==> src/rtl/synapse_seq_ctrl_pkg.sv <==
// Shared constants for the Synapse microsequencer: op codes, mux select
// encodings, config word header layout, FSM state codes and the per-op
// select lookup.
package synapse_seq_ctrl_pkg;

    // Config word op codes
    localparam logic [1:0] OP_PASS  = 2'b00;
    localparam logic [1:0] OP_MAC   = 2'b01;
    localparam logic [1:0] OP_ACCF  = 2'b10;
    localparam logic [1:0] OP_STORE = 2'b11;

    // Select encodings used by the op table.
    // m_mux1: 00 h_s_i, 01 h_s_o, 10 v_s_o, 11 v_b
    // m_mux2: 00 zero, 01 v_s_i, 10 h_s_i, 11 ram_o
    // a_mux1: 0 m_REG, 1 ram_o
    // a_mux2: 00 h_b_r, 01 h_b_l, 10 v_b_t, 11 v_b_b
    // h/v line: 00 hold-z, 01/10 bus side, 11 adder
    // ram_i: 00 zero, 01 h_REG, 10 v_REG, 11 a_out2
    localparam logic [1:0] M1_H_S_I    = 2'b00;
    localparam logic [1:0] M2_RAM_O    = 2'b11;
    localparam logic       A1_M_REG    = 1'b0;
    localparam logic [1:0] A2_H_B_L    = 2'b01;
    localparam logic [1:0] LINE_BUS_A  = 2'b01;
    localparam logic [1:0] LINE_ADDER  = 2'b11;
    localparam logic [1:0] RAMI_H_REG  = 2'b01;
    localparam logic [1:0] RAMI_A_OUT2 = 2'b11;

    // Header bits at the top of a config word: last flag plus 2-bit op
    localparam int CFG_HDR_W = 3;

    // FSM state codes
    localparam logic [2:0] ST_IDLE  = 3'd0;
    localparam logic [2:0] ST_FETCH = 3'd1;
    localparam logic [2:0] ST_RUN   = 3'd2;
    localparam logic [2:0] ST_DRAIN = 3'd3;
    localparam logic [2:0] ST_DONE  = 3'd4;

    // Everything one op drives for the duration of a word; rd/we say whether
    // the op touches the DMEM read port and write port at all.
    typedef struct packed {
        logic [1:0] selMMux1;
        logic [1:0] selMMux2;
        logic       selAMux1;
        logic [1:0] selAMux2;
        logic       selA1;
        logic       selA2;
        logic [1:0] selHLine;
        logic [1:0] selVLine;
        logic [1:0] selRamI;
        logic       rd;
        logic       we;
    } selBundle_t;

    function automatic selBundle_t opSelects(input logic [1:0] op);
        selBundle_t s;
        s = '0;
        case (op)
            OP_PASS: begin
                s.selHLine = LINE_BUS_A;
                s.selVLine = LINE_BUS_A;
            end
            OP_MAC: begin
                s.selMMux1 = M1_H_S_I;
                s.selMMux2 = M2_RAM_O;
                s.selAMux1 = A1_M_REG;
                s.selAMux2 = A2_H_B_L;
                s.selA2    = 1'b1;
                s.selRamI  = RAMI_A_OUT2;
                s.rd       = 1'b1;
                s.we       = 1'b1;
            end
            OP_ACCF: begin
                s.selMMux1 = M1_H_S_I;
                s.selMMux2 = M2_RAM_O;
                s.selAMux1 = A1_M_REG;
                s.selAMux2 = A2_H_B_L;
                s.selA1    = 1'b1;
                s.selA2    = 1'b1;
                s.selHLine = LINE_ADDER;
                s.selRamI  = RAMI_A_OUT2;
                s.rd       = 1'b1;
            end
            OP_STORE: begin
                s.selRamI = RAMI_H_REG;
                s.we      = 1'b1;
            end
            default: s = '0;
        endcase
        return s;
    endfunction

endpackage

==> src/rtl/synapse_seq_ctrl_if.sv <==
// Scheduler / config memory / datapath side of one Synapse microsequencer.
// master is the array-level side, slave is the sequencer itself.
interface synapse_seq_ctrl_if #(
    parameter int AddrDMEM  = 8,
    parameter int AddrCMEM  = 4,
    parameter int ConfWidth = 32
);
    logic                 start;
    logic [AddrCMEM-1:0]  c_base;
    logic                 busy;
    logic                 done;
    logic [AddrCMEM-1:0]  c_addr;
    logic [ConfWidth-1:0] c_data;
    logic [AddrDMEM-1:0]  r_addr;
    logic [AddrDMEM-1:0]  w_addr;
    logic                 we_ram;
    logic [1:0]           sel_m_mux1;
    logic [1:0]           sel_m_mux2;
    logic                 sel_a_mux1;
    logic [1:0]           sel_a_mux2;
    logic                 sel_a1;
    logic                 sel_a2;
    logic [1:0]           sel_h_line;
    logic [1:0]           sel_v_line;
    logic [1:0]           sel_ram_i;

    modport master (
        output start, c_base, c_data,
        input  busy, done, c_addr, r_addr, w_addr, we_ram,
               sel_m_mux1, sel_m_mux2, sel_a_mux1, sel_a_mux2,
               sel_a1, sel_a2, sel_h_line, sel_v_line, sel_ram_i
    );

    modport slave (
        input  start, c_base, c_data,
        output busy, done, c_addr, r_addr, w_addr, we_ram,
               sel_m_mux1, sel_m_mux2, sel_a_mux1, sel_a_mux2,
               sel_a1, sel_a2, sel_h_line, sel_v_line, sel_ram_i
    );
endinterface

==> src/rtl/synapse_seq_ctrl_wb_delay.sv <==
// Write-back delay line: carries {we, w_addr} from the read-issue cycle to
// the cycle the multiplier result is ready. Reset empties it so queued
// writes are dropped.
module syn_wb_delay #(
    parameter int Width = 9,
    parameter int Depth = 1
) (
    input  logic             clk,
    input  logic             rst,
    input  logic [Width-1:0] d_i,
    output logic [Width-1:0] q_o
);
    logic [Width-1:0] line_q [Depth];

    // Shift one stage per clock, stage 0 takes the new entry
    always_ff @(posedge clk or posedge rst) begin
        if (rst) begin
            for (int i = 0; i < Depth; i++) line_q[i] <= '0;
        end else begin
            line_q[0] <= d_i;
            for (int i = 1; i < Depth; i++) line_q[i] <= line_q[i-1];
        end
    end

    assign q_o = line_q[Depth-1];
endmodule

==> src/rtl/synapse_seq_ctrl.sv <==
// Microsequencer for one Synapse cell: walks config words from c_base,
// sweeps DMEM read addresses per word and issues delayed write-backs.
module synapse_seq_ctrl
    import synapse_seq_ctrl_pkg::*;
#(
    parameter int DataWidth = 16,
    parameter int AddrDMEM  = 8,
    parameter int AddrCMEM  = 4,
    parameter int ConfWidth = 32,
    parameter int WB_LAT    = 1
) (
    input logic               clk,
    input logic               rst,
    synapse_seq_ctrl_if.slave bus
);
    localparam int LenMsb   = ConfWidth - 1 - CFG_HDR_W;
    localparam int RBaseMsb = LenMsb - AddrDMEM;
    localparam int WBaseMsb = RBaseMsb - AddrDMEM;
    localparam int DrainW   = (WB_LAT > 1) ? $clog2(WB_LAT) : 1;

    if (ConfWidth < CFG_HDR_W + 3 * AddrDMEM || WB_LAT < 1 || DataWidth < 1) begin : gBadParams
        $error("synapse_seq_ctrl: config word too narrow or WB_LAT < 1");
    end

    logic [2:0]          state_q, state_d;
    logic [AddrCMEM-1:0] cAddr_q;
    logic                last_q;
    logic [1:0]          op_q;
    logic [AddrDMEM-1:0] len_q, rBase_q, wBase_q, idx_q;
    logic [DrainW-1:0]   drainCnt_q;

    logic                cfgLast;
    logic [1:0]          cfgOp;
    logic [AddrDMEM-1:0] cfgLen, cfgRBase, cfgWBase;
    logic                unusedCData;
    logic                lastElem, drainEnd, inRun;
    selBundle_t          sel;
    logic [AddrDMEM:0]   wbIn, wbOut;

    assign cfgLast     = bus.c_data[ConfWidth-1];
    assign cfgOp       = bus.c_data[ConfWidth-2 -: 2];
    assign cfgLen      = bus.c_data[LenMsb -: AddrDMEM];
    assign cfgRBase    = bus.c_data[RBaseMsb -: AddrDMEM];
    assign cfgWBase    = bus.c_data[WBaseMsb -: AddrDMEM];
    assign unusedCData = ^bus.c_data;

    assign lastElem = (idx_q == len_q - AddrDMEM'(1));
    assign drainEnd = (drainCnt_q == DrainW'(WB_LAT - 1));
    assign inRun    = (state_q == ST_RUN);

    // Next-state: an empty word behaves as if its drain had just finished
    always_comb begin
        state_d = state_q;
        case (state_q)
            ST_IDLE:  if (bus.start) state_d = ST_FETCH;
            ST_FETCH: begin
                if (cfgLen != '0)  state_d = ST_RUN;
                else if (cfgLast)  state_d = ST_DONE;
                else               state_d = ST_FETCH;
            end
            ST_RUN:   if (lastElem) state_d = ST_DRAIN;
            ST_DRAIN: if (drainEnd) state_d = last_q ? ST_DONE : ST_FETCH;
            ST_DONE:  state_d = ST_IDLE;
            default:  state_d = ST_IDLE;
        endcase
    end

    // State, config word latch and element/drain counters
    always_ff @(posedge clk or posedge rst) begin
        if (rst) begin
            state_q    <= ST_IDLE;
            cAddr_q    <= '0;
            last_q     <= 1'b0;
            op_q       <= '0;
            len_q      <= '0;
            rBase_q    <= '0;
            wBase_q    <= '0;
            idx_q      <= '0;
            drainCnt_q <= '0;
        end else begin
            state_q <= state_d;
            case (state_q)
                ST_IDLE: if (bus.start) cAddr_q <= bus.c_base;
                ST_FETCH: begin
                    last_q     <= cfgLast;
                    op_q       <= cfgOp;
                    len_q      <= cfgLen;
                    rBase_q    <= cfgRBase;
                    wBase_q    <= cfgWBase;
                    cAddr_q    <= cAddr_q + AddrCMEM'(1);
                    idx_q      <= '0;
                    drainCnt_q <= '0;
                end
                ST_RUN:   idx_q      <= idx_q + AddrDMEM'(1);
                ST_DRAIN: drainCnt_q <= drainCnt_q + DrainW'(1);
                default:  ;
            endcase
        end
    end

    // Selects are live for the whole word including the drain, zero otherwise
    always_comb begin
        sel = '0;
        if (state_q == ST_RUN || state_q == ST_DRAIN) sel = opSelects(op_q);
    end

    // Write request enters the delay line in the same cycle its read issues
    always_comb begin
        wbIn = '0;
        if (inRun && sel.we) wbIn = {1'b1, wBase_q + idx_q};
    end

    syn_wb_delay #(
        .Width (AddrDMEM + 1),
        .Depth (WB_LAT)
    ) uWbDelay (
        .clk (clk),
        .rst (rst),
        .d_i (wbIn),
        .q_o (wbOut)
    );

    assign bus.busy       = (state_q != ST_IDLE);
    assign bus.done       = (state_q == ST_DONE);
    assign bus.c_addr     = cAddr_q;
    assign bus.r_addr     = (inRun && sel.rd) ? rBase_q + idx_q : '0;
    assign bus.we_ram     = wbOut[AddrDMEM];
    assign bus.w_addr     = wbOut[AddrDMEM-1:0];
    assign bus.sel_m_mux1 = sel.selMMux1;
    assign bus.sel_m_mux2 = sel.selMMux2;
    assign bus.sel_a_mux1 = sel.selAMux1;
    assign bus.sel_a_mux2 = sel.selAMux2;
    assign bus.sel_a1     = sel.selA1;
    assign bus.sel_a2     = sel.selA2;
    assign bus.sel_h_line = sel.selHLine;
    assign bus.sel_v_line = sel.selVLine;
    assign bus.sel_ram_i  = sel.selRamI;
endmodule

==> src/flat_wrapper.sv <==
// flat-port wrapper written by rule: the top's interface ports become plain ports
module synapse_seq_ctrl_flat import synapse_seq_ctrl_pkg::*;
#(
    parameter int DataWidth = 16,
    parameter int AddrDMEM  = 8,
    parameter int AddrCMEM  = 4,
    parameter int ConfWidth = 32,
    parameter int WB_LAT    = 1
)
  (clk, rst, bus_start, bus_c_base, bus_c_data, bus_busy, bus_done, bus_c_addr, bus_r_addr, bus_w_addr, bus_we_ram, bus_sel_m_mux1, bus_sel_m_mux2, bus_sel_a_mux1, bus_sel_a_mux2, bus_sel_a1, bus_sel_a2, bus_sel_h_line, bus_sel_v_line, bus_sel_ram_i);
  synapse_seq_ctrl_if #(.AddrDMEM(AddrDMEM), .AddrCMEM(AddrCMEM), .ConfWidth(ConfWidth)) bus_i ();
  input logic clk;
  input logic rst;
  input wire logic [$bits(bus_i.start)-1:0] bus_start;
  input wire logic [$bits(bus_i.c_base)-1:0] bus_c_base;
  input wire logic [$bits(bus_i.c_data)-1:0] bus_c_data;
  output wire logic [$bits(bus_i.busy)-1:0] bus_busy;
  output wire logic [$bits(bus_i.done)-1:0] bus_done;
  output wire logic [$bits(bus_i.c_addr)-1:0] bus_c_addr;
  output wire logic [$bits(bus_i.r_addr)-1:0] bus_r_addr;
  output wire logic [$bits(bus_i.w_addr)-1:0] bus_w_addr;
  output wire logic [$bits(bus_i.we_ram)-1:0] bus_we_ram;
  output wire logic [$bits(bus_i.sel_m_mux1)-1:0] bus_sel_m_mux1;
  output wire logic [$bits(bus_i.sel_m_mux2)-1:0] bus_sel_m_mux2;
  output wire logic [$bits(bus_i.sel_a_mux1)-1:0] bus_sel_a_mux1;
  output wire logic [$bits(bus_i.sel_a_mux2)-1:0] bus_sel_a_mux2;
  output wire logic [$bits(bus_i.sel_a1)-1:0] bus_sel_a1;
  output wire logic [$bits(bus_i.sel_a2)-1:0] bus_sel_a2;
  output wire logic [$bits(bus_i.sel_h_line)-1:0] bus_sel_h_line;
  output wire logic [$bits(bus_i.sel_v_line)-1:0] bus_sel_v_line;
  output wire logic [$bits(bus_i.sel_ram_i)-1:0] bus_sel_ram_i;
  assign bus_i.start = bus_start;
  assign bus_i.c_base = bus_c_base;
  assign bus_i.c_data = bus_c_data;
  assign bus_busy = bus_i.busy;
  assign bus_done = bus_i.done;
  assign bus_c_addr = bus_i.c_addr;
  assign bus_r_addr = bus_i.r_addr;
  assign bus_w_addr = bus_i.w_addr;
  assign bus_we_ram = bus_i.we_ram;
  assign bus_sel_m_mux1 = bus_i.sel_m_mux1;
  assign bus_sel_m_mux2 = bus_i.sel_m_mux2;
  assign bus_sel_a_mux1 = bus_i.sel_a_mux1;
  assign bus_sel_a_mux2 = bus_i.sel_a_mux2;
  assign bus_sel_a1 = bus_i.sel_a1;
  assign bus_sel_a2 = bus_i.sel_a2;
  assign bus_sel_h_line = bus_i.sel_h_line;
  assign bus_sel_v_line = bus_i.sel_v_line;
  assign bus_sel_ram_i = bus_i.sel_ram_i;
  synapse_seq_ctrl #(.DataWidth(DataWidth), .AddrDMEM(AddrDMEM), .AddrCMEM(AddrCMEM), .ConfWidth(ConfWidth), .WB_LAT(WB_LAT)) u_core (.clk(clk), .rst(rst), .bus(bus_i));
endmodule
==> config.mk <==
export PLATFORM = sky130hd
export DESIGN_NAME = synapse_seq_ctrl_flat
export DESIGN_NICKNAME = d
export VERILOG_FILES = /design/src/rtl/synapse_seq_ctrl_pkg.sv /design/src/rtl/synapse_seq_ctrl_if.sv /design/src/rtl/synapse_seq_ctrl_wb_delay.sv /design/src/rtl/synapse_seq_ctrl.sv /design/src/flat_wrapper.sv
export SDC_FILE = /design/constraint.sdc
export NUM_CORES = 1
export LEC_CHECK = 0
export CORE_ASPECT_RATIO = 1.2
export CORE_UTILIZATION = 38
export DETAILED_ROUTE_END_ITERATION = 8
export GPL_ROUTABILITY_DRIVEN = 0
export PLACE_DENSITY = 0.66
export SLEW_MARGIN = 5
export SYNTH_ARGS = -nofsm -noshare
export SYNTH_HDL_FRONTEND = slang
export SYNTH_SLANG_ARGS = --single-unit
==> constraint.sdc <==
create_clock -name clk -period 2.05 [get_ports clk]
set_input_delay 0.3075 -clock clk [delete_from_list [all_inputs] [get_ports clk]]
set_output_delay 0.3075 -clock clk [all_outputs]
set_load 0.01 [all_outputs]
==> metrics.txt, run 1 <==
share of cells above drive strength 1=0.202; post-synthesis cell type count=51; syn_area_per_cell=8.85 µm²; Leak=2.21 nW; Buf+Inv Stages, Crit Path=6; GRT overflow=0; Worst setup SP type=register; remaining antenna violation count=0; Die Wd=85.3 µm; TritonCTS Buffers=5; Synth top area share=0.411; failing checks=negative setup slack; Die Y-Extent=102 µm; initial core utilization=0.391; delay of the slowest critical-path stage=0.44 ns; minimum clock period=2.47 ns; crit path kind=register to output port; Worst Setup End Kind=output port; initial antenna violation count=0; total power=6.13 mW; hpwl dp=5450 µm; pin count of the biggest net entering global routing=53; Area after DPL=4140 µm²; Final Max Slew Viols=0; final setup fails=6; Hold Crit Class=input port to async pin; Final Hold Viols=0; global-route wire length before repair=12200 µm; IO Pins=77; dpl cells=539; final setup margin=-0.419 ns; number of vias per cell=5.02; DRC Markers=0; # hold bufs at CTS=0; Required @ worst endpoint=1.74 ns; max frequency=405 MHz; Util after Layout=0.539; clock buffer depth=2; fin area=4370 µm²; H-tree depth=2; synth-to-layout area growth=37.9%; outcome=complete, but fails checks; insertion delay to the later sink of the worst-skew pair=0.31 ns; Reg clk slew, reported paths=0.10 ns; Mapped Cells=358; Final #Nets=522; num rows=36; P per Cell Area=1400 nW/µm²; IO Port Bufs=66; CP dominant cell by count=buf_6; Synth Warn #=0; #FFs+latches synth=52; maximum VDD drop=0.000607 V; Post-synth EDFFs=0; CTS root buffer=clkbuf_8; Synth area leaders=dfrtp_1, nand2_1, ha_1, xnor2_1, o21ai_0; GRT Overall Usage=0.181; vias=2788; CP top delay family=buffers and inverters; CP max stage cell=dfrtp_2; final worst path period share=1.20; most used flip-flop cell after synthesis=dfrtp_1; CP max FO=2; CP Cell Sequence=ha_4, fa_2, buf_4, buf_4, buf_6, buf_6, buf_6, xnor2_2, nor2_1, buf_2; ANT cells=0; CTS Sinks=52; Mapped Area=3170 µm²; Routed wire per std cell=13.4 µm; die area=8700 µm²; RSZ-0062 raised after global routing=yes; max-cap violations=0; DRT Pass-1 Iters=4; Critical Path Stages=10; cell taking the most area after synthesis=dfrtp_1; R2R cell count=8; fin cells=555; register area share after synthesis=0.411; core area=8110 µm²; TritonCTS clock tree=done; skew final=0.0118 ns; WL final=7440 µm; critical path data arrival time=2.16 ns; DRT iter0 DRCs=94; setup slack after placement=-0.470 ns; vias in the first global route=2733; Async SR Flop Fraction=1.00
final timing paths:
check	from	to	slack (ns)
worst max-delay path	u_core.idx_q[0]	bus_r_addr[2]	-0.42
worst min-delay path	rst	u_core.bus.c_addr[1]	0.35
worst max register to register	u_core.idx_q[0]	u_core.uWbDelay.q_o[6]	0.06
worst min register to register	u_core.rBase_q[2]	u_core.rBase_q[2]	0.49
max in group asynchronous	rst	u_core.rBase_q[1]	1.44
min in group clk	u_core.rBase_q[2]	u_core.rBase_q[2]	0.49
flip-flops by register name, summed over array words and instances (netlist names):
| register | flops |
|---|---|
| u_core.op_q | 2 |
| u_core.len_q | 8 |
| u_core.wBase_q | 8 |
| u_core.state_q | 3 |
| u_core.idx_q | 8 |
| u_core.bus.c_addr | 4 |
| u_core.drainCnt_q | 1 |
| u_core.last_q | 1 |
| u_core.rBase_q | 8 |
| u_core.uWbDelay.q_o | 9 |
synth_stat cells, types with 6 or more instances:
cell,count
nand2_1,83
dfrtp_1,52
ha_1,22
o21ai_0,21
nor2_1,20
inv_1,16
xnor2_1,16
a21oi_1,15
buf_4,10
nand3_1,9
and2_1,8
buf_2,6
nor3_1,6
power by group:
group / total, mW / leakage, nW / switching, mW / internal (mW)
combinational: 3.77 / 1.50 / 1.91 / 1.86
clock: 0.590 / 0.0479 / 0.351 / 0.239
sequential: 1.77 / 0.659 / 0.323 / 1.45
cell families (layout without fill, tap and decap cells):
kind of cell / Yosys count / in the layout / synth area share
multiplexers: 6 / 6 / 0.0194
other: 1 / 5 / 0.00118
AND/OR/NAND/NOR: 152 / 152 / 0.222
buffers and inverters: 38 / 136 / 0.0620
adder cells (fa/ha/maj): 24 / 24 / 0.0996
flip-flops: 52 / 52 / 0.411
XOR/XNOR: 21 / 21 / 0.0581
AO/OA/AOI/OAI: 64 / 64 / 0.127
area by class of cell:
cell class / instances / area, µm²
clock buffers: 5 / 68.8
clock inverters: 3 / 18.8
fillers: 795 / 3740
inverters: 17 / 66.3
multi-input cells: 272 / 1800
flip-flops and latches: 52 / 1310
well taps: 95 / 119
repair buffers: 111 / 991
through the flow:
stage | hold slack, ns | TNS [ns]
finish | 0.355 | -1.49
global route | 0.382 | -2.15
CTS | 0.369 | -1.50
detailed placement | 0.472 | -1.85
global placement | 0.464 | -1.71
floorplan | 0.413 | -0.0398
cell usage in the layout (no fill, tap or decap), types with 13 or more instances in the layout:
cell type	netlist	routed
nand2_1	83	83
buf_4	10	40
clkdlybuf4s50_1	0	47
xnor2_1	16	13
nor2_1	20	19
ha_1	22	19
inv_1	16	14
o21ai_0	21	20
dfrtp_1	52	49
what timing repair did:
| item | 4_1_cts | 5_1_grt |
|---|---|---|
| setup buffers | 7 | 3 |
| resized for setup | 55 | 15 |
| setup endpoints to repair | 19 | 16 |
| pin swaps | 12 | 15 |
routing by layer:
layer | GRT usage | vias up | part of all wire
met4 | 0.0769 | 0 | 0.020
li1 | - | 1399 | -
met5 | 0 | - | 0
met1 | 0.207 | 1322 | 0.45
met3 | 0.0307 | 11 | 0.037
met2 | 0.333 | 56 | 0.50
worst min-delay path, delay by kind of cell:
| kind | cells | cell delay, ns |
|---|---|---|
| buf+inv | 3 | 0.76 |
Power figures use the tool's default switching activity.
==> run 2, diff against run 1 <==
--- a/config.mk
+++ b/config.mk
@@ -8,8 +8,8 @@
 export CORE_ASPECT_RATIO = 1.2
 export CORE_UTILIZATION = 38
 export DETAILED_ROUTE_END_ITERATION = 8
+export DONT_BUFFER_PORTS = 1
 export GPL_ROUTABILITY_DRIVEN = 0
-export PLACE_DENSITY = 0.66
 export SLEW_MARGIN = 5
 export SYNTH_ARGS = -nofsm -noshare
 export SYNTH_HDL_FRONTEND = slang
==> run 2 against run 1 <==
The run still ends with negative setup slack left. Non-clock buffer count decreased by 84. Combinational power decreased by 21%. Worst setup slack improved by 0.027 ns. Global-route usage is 1.0 points lower. Routed wire length down 5.8%. Power down 12%. Final cell count decreased by 15%. Sequential power grew 5%. Die area is the same. Critical path depth fell by 2. Via count is 12% lower. Design area fell by 18%. Critical endpoint is now bus_r_addr[6]. Largest power group unchanged.
==> metrics.txt, run 2 (same netlist as run 1, synthesis figures left out) <==
hpwl dp=5230 µm (-3.9%); Worst Setup End Kind=output port; max frequency=410 MHz (+1.1%); H-tree depth=2 (unchanged); synth-to-layout area growth=12.9%; # fillers=818 (+2.9%); final worst path period share=1.19 (-0.0134); Power Internal=2.96 mW (-16%); final setup fails=5 (-1); most common cell after layout, fill and taps aside=nand2_1; CP max stage cell=dfrtp_2; total power=5.38 mW (-12%); DRC Markers=0 (unchanged); pin count of the biggest net entering global routing=53 (unchanged); Clk pwr share=0.103 (+0.007); insertion delay to the later sink of the worst-skew pair=0.30 ns (about the same); RSZ-0062 raised after global routing=yes; outcome=complete, but fails checks; dpl cells=458 (-15%); Hold Crit Class=input port to register; initial antenna violation count=0 (unchanged); ANT cells=0 (unchanged); Leak=1.74 nW (-21%); GRT overflow=0 (unchanged); fin cells=470 (-15%); failing checks=negative setup slack; setup slack after placement=-0.0721 ns (+0.398 ns); num rows=36 (unchanged); Final #Nets=438 (-16%); crit path kind=register to output port; Sw Pwr=2.42 mW (-6.4%); skew final=0.00371 ns (-0.00807 ns); Die Y-Extent=102 µm (unchanged); combinational share of power=0.551 (-0.064); CTS Sinks=52 (unchanged); switching part of the total power=0.450 (+0.0279); max-cap violations=0 (unchanged); Required @ worst endpoint=1.74 ns (about the same); minimum clock period=2.44 ns (-0.0274 ns); TritonCTS clock tree=done; share of cells above drive strength 1=0.163 (-0.0395); Final Max Slew Viols=0 (unchanged); Die Wd=85.3 µm (unchanged); maximum VDD drop=0.000599 V (-1.3%); Reg clk slew, reported paths=0.09 ns (about the same); die area=8700 µm² (unchanged); Reg power frac=0.346 (+0.057); clock buffer depth=2 (unchanged); number of vias per cell=5.20 (+3.5%); CP Cell Sequence=ha_4, fa_2, a21o_1, a21oi_2, o21bai_1, a21oi_1, mux2i_1, buf_4; P per Cell Area=1510 nW/µm² (+7.2%); CTS root buffer=clkbuf_8; DRT iter0 DRCs=78 (-17%); vias in the first global route=2381 (-13%); Largest register FFs=9 (unchanged); delay of the slowest critical-path stage=0.44 ns (about the same); Final Hold Viols=0 (unchanged); vias=2444 (-12%); TritonCTS Buffers=5 (unchanged); commonest cells after routing, fill and taps aside=nand2_1, dfrtp_1, buf_4, o21ai_0, ha_1; Routed wire per std cell=14.9 µm (+11%); DRT Pass-1 Iters=4 (unchanged); core area=8110 µm² (unchanged); WL final=7000 µm (-5.8%); initial core utilization=0.391 (unchanged); critical path data arrival time=2.13 ns (-0.03 ns); GRT Overall Usage=0.170 (-0.0102); IO Pins=77 (unchanged); final setup margin=-0.392 ns (+0.0274 ns); CP max FO=2 (unchanged); IO Port Bufs=0 (-100%); Worst setup SP type=register; remaining antenna violation count=0 (unchanged); global-route wire length before repair=11400 µm (-7.1%)
==> run 2: per-layer routing <==
metal / global-route usage / up-vias / share of wire
met1: 0.195 / 1171 / 0.44
met3: 0.0404 / 7 / 0.038
li1: - / 1222 / -
met5: 0 / - / 0
met4: 0.0577 / 0 / 0.012
met2: 0.313 / 44 / 0.51
==> run 2: through the flow <==
stage | area [µm²] | util | hold slack [ns] | setup TNS [ns]
after global placement | 3370 | 0.416 | 0.269 | -0.100
after global routing | 3580 | 0.441 | 0.0922 | -1.62
after CTS | 3510 | 0.433 | 0.0946 | -1.08
after floorplan | 3200 | - | 0.413 | -0.0398
after detailed placement | 3370 | 0.416 | 0.270 | -0.142
final | 3580 | 0.441 | 0.102 | -1.06
==> run 2: path summary, 6_finish.rpt <==
check	startpoint	endpoint	slack (ns)	depth (start not counted)
min in group asynchronous	rst	u_core.bus.c_addr[1]	0.49	3
worst max register to register	u_core.idx_q[0]	u_core.uWbDelay.q_o[6]	0	9
worst max-delay path	u_core.idx_q[0]	bus_r_addr[6]	-0.39	8
worst min-delay path	bus_c_data[24]	u_core.len_q[3]	0.10	2
worst min register to register	u_core.rBase_q[6]	u_core.rBase_q[6]	0.49	2
max in group asynchronous	rst	u_core.idx_q[0]	1.30	3
==> run 2: area by class of cell <==
| class | instances | area [µm²] | share of cell area |
|---|---|---|---|
| clock buffers | 6 | 72.6 | 0.0203 |
| clock inverters | 1 | 5.00 | 0.00140 |
| inverters | 17 | 63.8 | 0.0178 |
| multi-input cells | 272 | 1780 | 0.499 |
| flip-flops and latches | 52 | 1300 | 0.365 |
| well taps | 95 | 119 | 0.0332 |
| repair buffers | 27 | 229 | 0.0640 |
==> run 2: worst max-delay path: cells and delay by family, from the launching register on <==
| family | cells | cell delay, ns |
|---|---|---|
| buffers and inverters | 1 | 0.14 |
| AO/OA/AOI/OAI | 4 | 0.54 |
| adder cells (fa/ha/maj) | 2 | 0.50 |
| multiplexers | 1 | 0.22 |
| flip-flops | 1 | 0.44 |
==> run 2: what timing repair did <==
action                                 CTS  global route
gates resized for setup                 11             8
buffers inserted                         2             3
hold buffers                             1             0
endpoints found under the hold margin   52             0
pin swaps                               11            11
setup endpoints to repair                7            10
==> run 2: power by group through the flow <==
stage / combinational (mW) / clock [mW] / sequential, mW
final: 2.97 / 0.554 / 1.86
after global routing: 3.36 / 0.617 / 1.91
after CTS: 2.89 / 0.586 / 1.86
after detailed placement: 2.76 / 0 / 1.87
after global placement: 2.70 / 0 / 1.86
after floorplan: 2.17 / 0 / 1.81
==> run 3, diff against run 2 <==
--- a/config.mk
+++ b/config.mk
@@ -5,8 +5,10 @@
 export SDC_FILE = /design/constraint.sdc
 export NUM_CORES = 1
 export LEC_CHECK = 0
+export ABC_AREA = 0
 export CORE_ASPECT_RATIO = 1.2
 export CORE_UTILIZATION = 38
+export CTS_CLUSTER_DIAMETER = 30
 export DETAILED_ROUTE_END_ITERATION = 8
 export DONT_BUFFER_PORTS = 1
 export GPL_ROUTABILITY_DRIVEN = 0
==> results of run 3 <==
Final layout, timing and power as in run 2 (identical DEF).
